`src/rtl/ctrl_pipe.sv`:
```
// Control-side ID/EX, EX/MEM, MEM/WB registers plus load-use hazard detect.
// Define CTRL_PIPE_STATS_EN to add the saturating stall_cnt_o counter.
module ctrl_pipe #(
    parameter int unsigned STALL_CNT_W = 16
) (
    input  logic                   clk_i,
    input  logic                   rst_i,
    input  logic [1:0]             wb_i,
    input  logic [1:0]             mem_i,
    input  logic [3:0]             ex_i,
    input  logic [4:0]             rs_i,
    input  logic [4:0]             rt_i,
    input  logic [4:0]             rd_i,
    input  logic                   flush_i,
    output logic                   hd_o,
    output logic                   pc_write_o,
    output logic                   ifid_write_o,
    output logic [3:0]             ex_ctrl_o,
    output logic [1:0]             ex_wb_o,
    output logic [1:0]             ex_mem_o,
    output logic [1:0]             mem_wb_o,
    output logic [1:0]             mem_ctrl_o,
    output logic [1:0]             wb_ctrl_o,
    output logic [4:0]             exmem_rd_o,
    output logic [4:0]             memwb_rd_o,
    output logic                   exmem_regwrite_o,
    output logic                   memwb_regwrite_o
`ifdef CTRL_PIPE_STATS_EN
    ,
    output logic [STALL_CNT_W-1:0] stall_cnt_o
`endif
);

    logic [1:0] idex_wb_q, idex_wb_d;
    logic [1:0] idex_mem_q, idex_mem_d;
    logic [3:0] idex_ex_q, idex_ex_d;
    logic [4:0] idex_rt_q, idex_rt_d;
    logic [4:0] idex_rd_q, idex_rd_d;
    logic [1:0] exmem_wb_q, exmem_wb_d;
    logic [1:0] exmem_mem_q, exmem_mem_d;
    logic [4:0] exmem_rd_q, exmem_rd_d;
    logic [1:0] memwb_wb_q, memwb_wb_d;
    logic [4:0] memwb_rd_q, memwb_rd_d;
    logic       hd;

    // A taken branch squashes the dependent instruction, so no stall is needed.
    assign hd = idex_mem_q[1] & ~flush_i & (idex_rt_q != 5'd0)
              & ((idex_rt_q == rs_i) | (idex_rt_q == rt_i));

    always_comb begin
        idex_wb_d  = wb_i;
        idex_mem_d = mem_i;
        idex_ex_d  = ex_i;
        idex_rt_d  = rt_i;
        idex_rd_d  = rd_i;
        if (flush_i || hd) begin
            idex_wb_d  = 2'd0;
            idex_mem_d = 2'd0;
            idex_ex_d  = 4'd0;
        end
        exmem_wb_d  = idex_wb_q;
        exmem_mem_d = idex_mem_q;
        exmem_rd_d  = idex_ex_q[3] ? idex_rd_q : idex_rt_q;
        memwb_wb_d  = exmem_wb_q;
        memwb_rd_d  = exmem_rd_q;
    end

    always_ff @(posedge clk_i) begin
        if (rst_i) begin
            idex_wb_q   <= 2'd0;
            idex_mem_q  <= 2'd0;
            idex_ex_q   <= 4'd0;
            idex_rt_q   <= 5'd0;
            idex_rd_q   <= 5'd0;
            exmem_wb_q  <= 2'd0;
            exmem_mem_q <= 2'd0;
            exmem_rd_q  <= 5'd0;
            memwb_wb_q  <= 2'd0;
            memwb_rd_q  <= 5'd0;
        end else begin
            idex_wb_q   <= idex_wb_d;
            idex_mem_q  <= idex_mem_d;
            idex_ex_q   <= idex_ex_d;
            idex_rt_q   <= idex_rt_d;
            idex_rd_q   <= idex_rd_d;
            exmem_wb_q  <= exmem_wb_d;
            exmem_mem_q <= exmem_mem_d;
            exmem_rd_q  <= exmem_rd_d;
            memwb_wb_q  <= memwb_wb_d;
            memwb_rd_q  <= memwb_rd_d;
        end
    end

    assign hd_o             = hd;
    assign pc_write_o       = ~hd;
    assign ifid_write_o     = ~hd;
    assign ex_ctrl_o        = idex_ex_q;
    assign ex_wb_o          = idex_wb_q;
    assign ex_mem_o         = idex_mem_q;
    assign mem_wb_o         = exmem_wb_q;
    assign mem_ctrl_o       = exmem_mem_q;
    assign wb_ctrl_o        = memwb_wb_q;
    assign exmem_rd_o       = exmem_rd_q;
    assign memwb_rd_o       = memwb_rd_q;
    assign exmem_regwrite_o = exmem_wb_q[1];
    assign memwb_regwrite_o = memwb_wb_q[1];

`ifdef CTRL_PIPE_STATS_EN
    logic [STALL_CNT_W-1:0] stall_cnt_q, stall_cnt_d;

    always_comb begin
        stall_cnt_d = stall_cnt_q;
        if (hd && !(&stall_cnt_q))
            stall_cnt_d = stall_cnt_q + {{(STALL_CNT_W-1){1'b0}}, 1'b1};
    end

    always_ff @(posedge clk_i) begin
        if (rst_i) stall_cnt_q <= '0;
        else       stall_cnt_q <= stall_cnt_d;
    end

    assign stall_cnt_o = stall_cnt_q;
`endif

endmodule

```
`config.mk`:
```
export PLATFORM = sky130hd
export DESIGN_NAME = ctrl_pipe
export DESIGN_NICKNAME = d
export VERILOG_FILES = /design/src/rtl/ctrl_pipe.sv
export SDC_FILE = /design/constraint.sdc
export NUM_CORES = 1
export LEC_CHECK = 0
export CAP_MARGIN = 20
export CORE_MARGIN = 5
export CORE_UTILIZATION = 35
export CTS_CLUSTER_DIAMETER = 60
export DETAILED_ROUTE_END_ITERATION = 6
export PLACE_DENSITY = 0.73
export REMOVE_ABC_BUFFERS = 1
export SLEW_MARGIN = 25
export SYNTH_ARGS = -nofsm -noshare
export SYNTH_HDL_FRONTEND = slang
export SYNTH_SLANG_ARGS = --single-unit
export TNS_END_PERCENT = 5
```
`constraint.sdc`:
```
create_clock -name clk_i -period 1.5 [get_ports clk_i]
set_clock_uncertainty 0.1 [all_clocks]
set_input_delay 0.15 -clock clk_i [delete_from_list [all_inputs] [get_ports clk_i]]
set_output_delay 0.15 -clock clk_i [all_outputs]
set_load 0.01 [all_outputs]
```
==> results of run 1 <==
[metrics by stage]
stage,power [µW],TNS [ns]
finish,1730,-1.04
global route,1820,-1.44
CTS,1740,-1.18
detailed placement,1230,-2.09
global placement,1220,-1.72
floorplan,1060,0
[critical path, delay by kind of cell (launching register included)]
family                 cells  cell delay, ns
flip-flops                 1            0.33
AND/OR/NAND/NOR            4            0.84
buffers and inverters      1            0.13
[power by group through the flow]
stage                     Clock (µW)  Combinational, µW  Sequential, µW
final                            510                264             960
after global routing             568                283             965
after CTS                        526                256             959
after detailed placement           0                251             979
after global placement             0                246             976
after floorplan                    0               71.6             991
[cell usage after synthesis, drive strengths merged]
| library cell | n |
|---|---|
| dfxtp | 34 |
| nor2b | 21 |
| nand2 | 11 |
| xnor2 | 10 |
| a21oi | 8 |
| nor2 | 7 |
| mux2i | 5 |
| buf | 3 |
| clkbuf | 3 |
| nand3 | 2 |
| and2 | 1 |
| nor3b | 1 |
| o22ai | 1 |
| or4 | 1 |
[what timing repair did]
item	CTS	global route
buffers inserted	1	0
pin swaps	10	5
gates resized for setup	24	12
setup endpoints to repair	11	16
[routing by layer]
metal | vias to the layer above | share of wire [%]
met2 | 38 | 52
met5 | - | 0
li1 | 479 | -
met3 | 4 | 8.5
met4 | 0 | 1.6
met1 | 449 | 38
[flip-flops by register name (all words and copies together) (netlist names)]
| register | count |
|---|---|
| wb_ctrl_o | 2 |
| ex_mem_o | 2 |
| idex_rd_q | 5 |
| exmem_rd_o | 5 |
| mem_wb_o | 2 |
| mem_ctrl_o | 2 |
| idex_rt_q | 5 |
| memwb_rd_o | 5 |
| ex_ctrl_o | 4 |
| ex_wb_o | 2 |
[path summary, 6_finish.rpt]
kind | end
worst max register to register | ex_ctrl_o[2]$_SDFF_PP0_
worst min-delay path | ex_ctrl_o[2]$_SDFF_PP0_
worst max-delay path | hd_o
worst min register to register | memwb_rd_o[2]$_SDFF_PP0_
[kinds of logic (layout without fill, tap and decap cells)]
kind of cell | Yosys count | count (layout) | share of synthesized area (%)
DFF | 34 | 34 | 59.7
and+or+nand+nor | 44 | 44 | 20.6
buffers and inverters | 6 | 75 | 2.96
muxes | 5 | 5 | 4.39
AOI/OAI and AO/OA | 9 | 9 | 4.61
xor gates and xnor gates | 10 | 10 | 7.68
[cell type report]
| type | instances | area [µm²] | share of cell area, % |
|---|---|---|---|
| multi-input combinational | 68 | 477 | 25.0 |
| tap | 44 | 55.1 | 2.88 |
| sequential | 34 | 686 | 35.9 |
| clock buffer | 7 | 55.1 | 2.88 |
| timing repair buffer | 67 | 633 | 33.1 |
| clock inverter | 1 | 5.00 | 0.262 |
==> flow_summary.yaml, run 1 <==
cts:
  cts_tree: "built"
  clkTransAtPathRegs_ns: 0.10
  hold_buffers: 0
  numClockSinks: 34
  clk_latency_ns: 0.33
  ctsHtreeMaxLevel: 2
  cts_made_buffers: 5
  root_buffer: "clkbuf_4"
  clk_path_buf_depth: 2
worst_setup_path:
  rr_startpoint: "idex_rt_q[1]$_SDFF_PP0_"
  arrival_ns: 1.64
  path_cells: "or4_4, nor2_4, nor3b_4, and2_1, buf_2"
  r2r_slack_ns: 0.01
  cp.required_ns: 1.25
  critPathKind: "flip-flop to output port"
  crit_path_top_delay_cell: "or4_4"
  slowest_delay_ns: 0.54
  startpoint: "idex_rt_q[1]$_SDFF_PP0_"
  cp-end-kind: "output port"
  rr_worst_depth: 5
  crit_path_start_kind: "flip-flop"
  path_max_fanout: 4
timing:
  setup_violations: 3
  rsz0062_at_grt: "yes"
  setup_ws_ns: -0.391
  maxSlewViolCount: 0
  period_share_pct: 126
  max_slew_margin_pct: 85.4
  worst_pin_slew_ns: 0.219
  hold_viol: 0
  hold_ws_ns: 0.248
  fmax_mhz: 529
  layout_min_cycle_time_ns: 1.89
finish:
  layout.cells.non_filler: 221
  num_antenna_cells: 0
  fillerInstances: 292
  syn2layout_area_growth_pct: 67.6
  num-nets-final: 202
  drive_above_1_share_pct: 22.0
  final_cell_mix: "44 x clkdlybuf4s50_1, 30 x dfxtp_1, 21 x nor2b_1"
  layout_commonest_cell: "clkdlybuf4s50_1"
  design_area_um2: 1910
  fin_util_pct: 62.1
route:
  wl_per_cell_um: 12.4
  vias_per_cell: 4.39
  drt_iter0_drc: 14
  wl_um: 2740
  drc_errors: 0
  dr_total_vias: 970
  final_antenna_net_count: 0
  detail_route.first_pass.iterations: 4
global_route:
  globalRouteOverflowTotal: 0
  grt_max_degree: 21
  grt_pass1_wl_um: 4170
  grt_antenna_before_repair: 0
  busiest_layer: "met2"
  grt_use_met2_pct: 23.1
  grt_use_met3_pct: 5.23
  grtUsageMet1_pct: 12.0
  grtUsageTotal_pct: 12.5
  grt_pass1_vias: 991
power:
  p_int_uw: 1330
  p_seq_share_pct: 55.4
  p_clk_share_pct: 29.4
  switching_share_pct: 23.1
  leakagePower_uw: 0.000808
  pwr_density_cell_nw_per_um2: 907
  switchingPower_uw: 400
  ir_worst_vdd_uv: 489
  comb_power_share_pct: 15.2
run_status:
  violations: "setup timing"
  status: "finished, violations left"
yosys:
  syn_area_um2: 1140
  synth_top_area_share_pct: 59.7
  synth_area_leader_cell: "dfxtp_1"
  avgSynthCellArea_um2: 10.6
  ys_warn_count: 0
  synth-seq-area-share_pct: 59.7
  syn_inst: 108
  synth_seq_cells: 34
  yosysUniqueCellTypes: 14
  yosys-top-cells-area: "dfxtp_1 60%, nor2b_1 12%, xnor2_1 7.7%, mux2i_1 4.4%, nand2_1 3.6%"
floorplan:
  top_level_ports: 55
  die_y_um: 67.1
  die_area_um2: 4500
  rows: 20
  fp.dieW_um: 67.1
  initial_core_util_pct: 37.0
  coreArea_um2: 3080
hold_path:
  hp-start: "ex_i[2]"
  hold_path_depth: 3
  hold_class: "input port to flip-flop"
placement:
  dp_hpwl_um: 2170
  dp_slack_ns: -0.547
  port_buffers: 54
  placed_cell_area_um2: 1790
  dpl.cell_count: 212
  gp_congestion: 0.729
job:
  cap_violations: 0
Note: power is estimated with default switching activity, not from simulation.
==> inputs of run 2 (changes only) <==
Settings changed: CORE_ASPECT_RATIO from default to 2.
==> flow_summary.yaml, run 2 (synthesis results as in run 1) <==
run_status:
  status: "finished, violations left"
  violations: "setup timing"
timing:
  hold_viol: 0
  period_share_pct: 125
  layout_min_cycle_time_ns: 1.87
  max_slew_margin_pct: 83.4
  maxSlewViolCount: 0
  fmax_mhz: 535
  rsz0062_at_grt: "yes"
  tns_ns: -0.941
  worst_pin_slew_ns: 0.248
  hold_ws_ns: 0.302
  setup_violations: 5
  setup_ws_ns: -0.371
finish:
  fin_util_pct: 62.1
  fillerInstances: 255
  num-nets-final: 205
  num_antenna_cells: 0
  design_area_um2: 1960
  layout_commonest_cell: "clkdlybuf4s50_1"
  drive_above_1_share_pct: 23.3
  final_cell_mix: "50 x clkdlybuf4s50_1, 31 x dfxtp_1, 21 x nor2b_1"
  syn2layout_area_growth_pct: 72.0
placement:
  port_buffers: 54
  placed_cell_area_um2: 1790
  dp_hpwl_um: 2260
  gp_congestion: 0.770
worst_setup_path:
  crit_path_start_kind: "flip-flop"
  arrival_ns: 1.62
  rr_startpoint: "idex_rt_q[1]$_SDFF_PP0_"
  r2r_slack_ns: -0.01
  cp-end-kind: "output port"
  startpoint: "idex_rt_q[1]$_SDFF_PP0_"
  r2r_end: "ex_ctrl_o[0]$_SDFF_PP0_"
  rr_worst_depth: 5
  path_max_fanout: 4
  cp.required_ns: 1.25
  critPathKind: "flip-flop to output port"
  setup.worst_path.end: "hd_o"
floorplan:
  die_area_um2: 4570
  coreArea_um2: 3160
  rows: 29
  fp.dieW_um: 50.4
  top_level_ports: 55
  initial_core_util_pct: 36.1
  die_y_um: 90.7
global_route:
  globalRouteOverflowTotal: 0
  grt_pass1_wl_um: 4520
  grt_pass1_vias: 1020
  grt_max_degree: 15
  grt_antenna_before_repair: 0
  grtUsageTotal_pct: 13.0
route:
  drt_iter0_drc: 8
  final_antenna_net_count: 0
  vias_per_cell: 4.63
  wl_um: 2870
  wl_per_cell_um: 13.6
  drc_errors: 0
  detail_route.first_pass.iterations: 3
  dr_total_vias: 977
power:
  comb_power_share_pct: 14.8
  switchingPower_uw: 419
  p_clk_share_pct: 34.7
  p_seq_share_pct: 50.4
  p_int_uw: 1490
  pwr_density_cell_nw_per_um2: 974
  switching_share_pct: 21.9
  ir_worst_vdd_uv: 632
  leakagePower_uw: 0.000775
hold_path:
  hold_class: "input port to flip-flop"
cts:
  clk_path_buf_depth: 2
  clk_latency_ns: 0.27
  root_buffer: "clkbuf_8"
  cts_tree: "built"
  cts_made_buffers: 5
  clkTransAtPathRegs_ns: 0.06
  ctsHtreeMaxLevel: 2
  hold_buffers: 0
  numClockSinks: 34
job:
  cap_violations: 0
run 2: cell count changes in the layout (fill, tap and decap cells not counted), moves of 2 or more:
cell and delta:
clkdlybuf4s50_1 +6, clkbuf_4 -5, clkbuf_8 +5, dlygate4sd2_1 -3, dlymetal6s2s_1 -3, buf_6 +2
run 2: worst min path at each step:
stage | from | endpoint | slack [ns] | cells after the start
CTS | ex_i[0] | ex_ctrl_o[0]$_SDFF_PP0_ | 0.29 | 3
finish | ex_i[0] | ex_ctrl_o[0]$_SDFF_PP0_ | 0.30 | 3
global route | ex_i[0] | ex_ctrl_o[0]$_SDFF_PP0_ | 0.29 | 3
global placement | exmem_rd_o[1]$_SDFF_PP0_ | memwb_rd_o[1]$_SDFF_PP0_ | 0.34 | 1
detailed placement | mem_wb_o[0]$_SDFF_PP0_ | wb_ctrl_o[0]$_SDFF_PP0_ | 0.35 | 1
floorplan | rst_i | idex_rd_q[0]$_SDFF_PP0_ | 0.12 | 1
run 2: area by class of cell:
class | count | area [µm²] | area share [%]
flip-flops and latches | 34 | 684 | 34.9
well taps | 31 | 38.8 | 1.98
multi-input cells | 68 | 487 | 24.8
clock inverters | 1 | 5.00 | 0.255
repair buffers | 70 | 659 | 33.6
clock buffers | 7 | 86.3 | 4.40
run 2: power groups by stage:
stage	sequential, µW	combinational (µW)	clock, µW
after floorplan	991	71.6	0
after global placement	978	248	0
after detailed placement	981	254	0
after CTS	963	267	686
after global routing	966	305	723
final	962	283	663
run 2: what timing repair did:
action | CTS | global route
endpoints found under the setup margin | 11 | 12
pin swaps | 8 | 3
gates resized for setup | 20 | 12
buffers inserted | 2 | 0
run 2: critical path, cell delays in order (launching register included):
cell,delay (ns)
dfxtp_2,0.32
or4_4,0.54
nor2_4,0.12
nor3b_2,0.06
and2_1,0.16
buf_2,0.14
run 2: stage by stage:
step | setup slack [ns] | total power [µW] | instances
after floorplan | 0.0194 | 1060 | 102
after global placement | -0.578 | 1230 | 201
after detailed placement | -0.608 | 1230 | 201
after CTS | -0.380 | 1920 | 211
after global routing | -0.435 | 1990 | 211
final | -0.371 | 1910 | 211
run 2: metal layers:
layer	vias up	routed length, µm	GRT usage [%]
met2	37	1630	23.9
met4	0	101	7.89
met3	8	212	4.79
li1	485	-	-
met1	447	925	10.8
met5	-	0	0
==> RTL change (settings of run 1) <==
Add an input register stage for `flush_i`; this delays it by one clock. The other inputs are not delayed to match.
--- a/src/rtl/ctrl_pipe.sv
+++ b/src/rtl/ctrl_pipe.sv
@@ -31,6 +31,12 @@
 `endif
 );
 
+    logic flush_q;
+
+    always_ff @(posedge clk_i) begin
+        flush_q <= flush_i;
+    end
+
     logic [1:0] idex_wb_q, idex_wb_d;
     logic [1:0] idex_mem_q, idex_mem_d;
     logic [3:0] idex_ex_q, idex_ex_d;
@@ -44,7 +50,7 @@
     logic       hd;
 
     // A taken branch squashes the dependent instruction, so no stall is needed.
-    assign hd = idex_mem_q[1] & ~flush_i & (idex_rt_q != 5'd0)
+    assign hd = idex_mem_q[1] & ~flush_q & (idex_rt_q != 5'd0)
               & ((idex_rt_q == rs_i) | (idex_rt_q == rt_i));
 
     always_comb begin
@@ -53,7 +59,7 @@
         idex_ex_d  = ex_i;
         idex_rt_d  = rt_i;
         idex_rd_d  = rd_i;
-        if (flush_i || hd) begin
+        if (flush_q || hd) begin
             idex_wb_d  = 2'd0;
             idex_mem_d = 2'd0;
             idex_ex_d  = 4'd0;
Behaviour: not the same (Yosys sat finds a counterexample within 4 cycles, from zero or initial values and one cycle with rst_i high).
==> RTL change against run 1 <==
The run still ends with negative setup slack left; die area up 1.5%; hold slack worse by 0.083 ns; via count up 0.62%; final cell count up 1.8%; first-iteration DRC count up 57%; synthesized cell count up 0.93%; total power up 11%; worst setup slack better by 0.0062 ns; synthesized area up 1.8%; sequential power up 2.7%; final area up 4.6%; routed wire length up 5.4%; sequential share of layout area down 0.63 points; sequential cell count up 1; critical path type unchanged; largest cell class unchanged; largest power group unchanged; highest routed layer unchanged.
==> RTL change: results (changes against run 1) <==
dpl hpwl -> 2170 microns (-0.15%)
post-synthesis sequential area ratio -> 0.6041 (+0.006953)
Min Hold Slack -> 0.1646 ns (-0.08315 ns)
IO buf count -> 54 (unchanged)
final WL -> 2890 microns (+5.4%)
drt wl/cell -> 12.84 microns (+3.5%)
clock tree buffer depth -> 2 (unchanged)
placed cell count -> 215 (+1.4%)
worst hold stages -> 1 (-2)
largest net degree at the start of global routing -> 27 (+29%)
slowest stage cell, crit path -> or4_4
failing checks -> negative setup slack
reg2reg path depth -> 6 (+1)
most frequent cells after synthesis -> dfxtp_1, nor2b_1, nand2_1
r2r startpoint -> idex_rt_q[2]$_SDFF_PP0_
global placement routability congestion -> 0.8363 (+15%)
unique cell type count in the Yosys netlist -> 14 (unchanged)
critical-path maximum fanout -> 4 (unchanged)
first-pass GRT wire length -> 4271 microns (+2.5%)
WL met1 -> 1069 microns (+3.7%)
mean area per synthesized cell -> 10.64 sq um (+0.82%)
top post-synthesis cells by area -> dfxtp_1, nor2b_1, xnor2_1
Nets -> 204 (+0.99%)
Skew-Pair Late Insertion Delay -> 0.32 ns
Leak -> 0.9686 nW (+20%)
Synth warnings -> 0 (unchanged)
setup slack after layout -> -0.3844 ns (+0.006189 ns)
register-to-register setup slack -> -0.06 ns (-0.07 ns)
share of cells above drive strength 1 -> 0.2402 (+0.01988)
hold path startpoint -> flush_i
count of final setup violators -> 7 (+4)
Max Used Layer -> met4
clock-pin slew on the worst setup and hold paths -> 0.11 ns
status -> finished with violations
met3 WL -> 200 microns (-14%)
IR drop worst, VDD -> 0.4264 mV (-13%)
R2R Path End -> ex_ctrl_o[1]$_SDFF_PP0_
initial DRC count -> 22 (+8)
met2 wire len -> 1559 microns (+8.8%)
Worst Hold Path EP -> flush_q$_DFF_P_
dpl ws -> -0.5839 ns (-0.03673 ns)
Slew HR -> 0.6582 (-0.1959)
gr usage total -> 0.1264 (+0.0009896)
Crit path max-delay family -> simple AND/OR/NAND/NOR gates
n_diodes -> 0 (unchanged)
min-delay worst type -> input pin to flop
via count -> 976 (+0.62%)
number of global-route vias before repair -> 987 (-0.40%)
## RTL change: cell families (layout without fill, tap and decap cells)
logic type / Yosys count / count (layout) / synth area share
buffers and inverters: 6 / 76 / 0.02912
muxes: 5 / 5 / 0.04315
and+or+nand+nor: 44 / 44 / 0.2028
AOI/OAI and AO/OA: 9 / 9 / 0.04531
DFF: 35 / 35 / 0.6041
xor gates and xnor gates: 10 / 10 / 0.07551
## RTL change: worst max path at each step
| stage | start | end | slack (ns) | depth (start not counted) |
|---|---|---|---|---|
| 6_report | idex_rt_q[2]$_SDFF_PP0_ | hd_o | -0.38 | 5 |
| 5_1_grt | idex_rt_q[2]$_SDFF_PP0_ | hd_o | -0.46 | 5 |
| 4_1_cts | idex_rt_q[2]$_SDFF_PP0_ | hd_o | -0.45 | 5 |
| 3_5_place_dp | rt_i[0] | hd_o | -0.58 | 6 |
| 3_3_place_gp | rt_i[0] | hd_o | -0.56 | 6 |
| 2_1_floorplan | idex_rt_q[1]$_SDFF_PP0_ | hd_o | 0.02 | 4 |
## RTL change: repair_timing
action / in CTS / in global routing
setup buffers: 1 / 1
pin swaps: 13 / 5
gates resized for setup: 25 / 21
endpoints found under the setup margin: 13 / 23
## RTL change: routing by layer
metal | global-route usage | vias up
li1 | - | 480
met1 | 0.1225 | 451
met2 | 0.2382 | 39
met3 | 0.04326 | 6
met4 | 0.05570 | 0
met5 | 0 | -
## RTL change: per-stage QoR
| stage | instance area [sq um] | power [mW] | TNS, ns |
|---|---|---|---|
| floorplan | 1126 | 1.093 | 0 |
| global placement | 1814 | 1.252 | -1.878 |
| detailed placement | 1814 | 1.258 | -2.176 |
| CTS | 1917 | 1.919 | -1.588 |
| global route | 1998 | 2.006 | -1.755 |
| finish | 1998 | 1.917 | -1.140 |
## RTL change: layout make-up
class                   instances  area (sq um)
clock inverters                 3         43.79
multi-input cells              68         494.2
repair buffers                 68         660.6
fillers                       268          1286
well taps                      46         57.56
flip-flops and latches         35         704.4
clock buffers                   5         37.54
## RTL change: report_power, final
group | leakage (nW) | internal (mW) | switching (mW)
Sequential | 0.289 | 0.969 | 0.0178
Combinational | 0.635 | 0.167 | 0.107
Clock | 0.0452 | 0.351 | 0.306
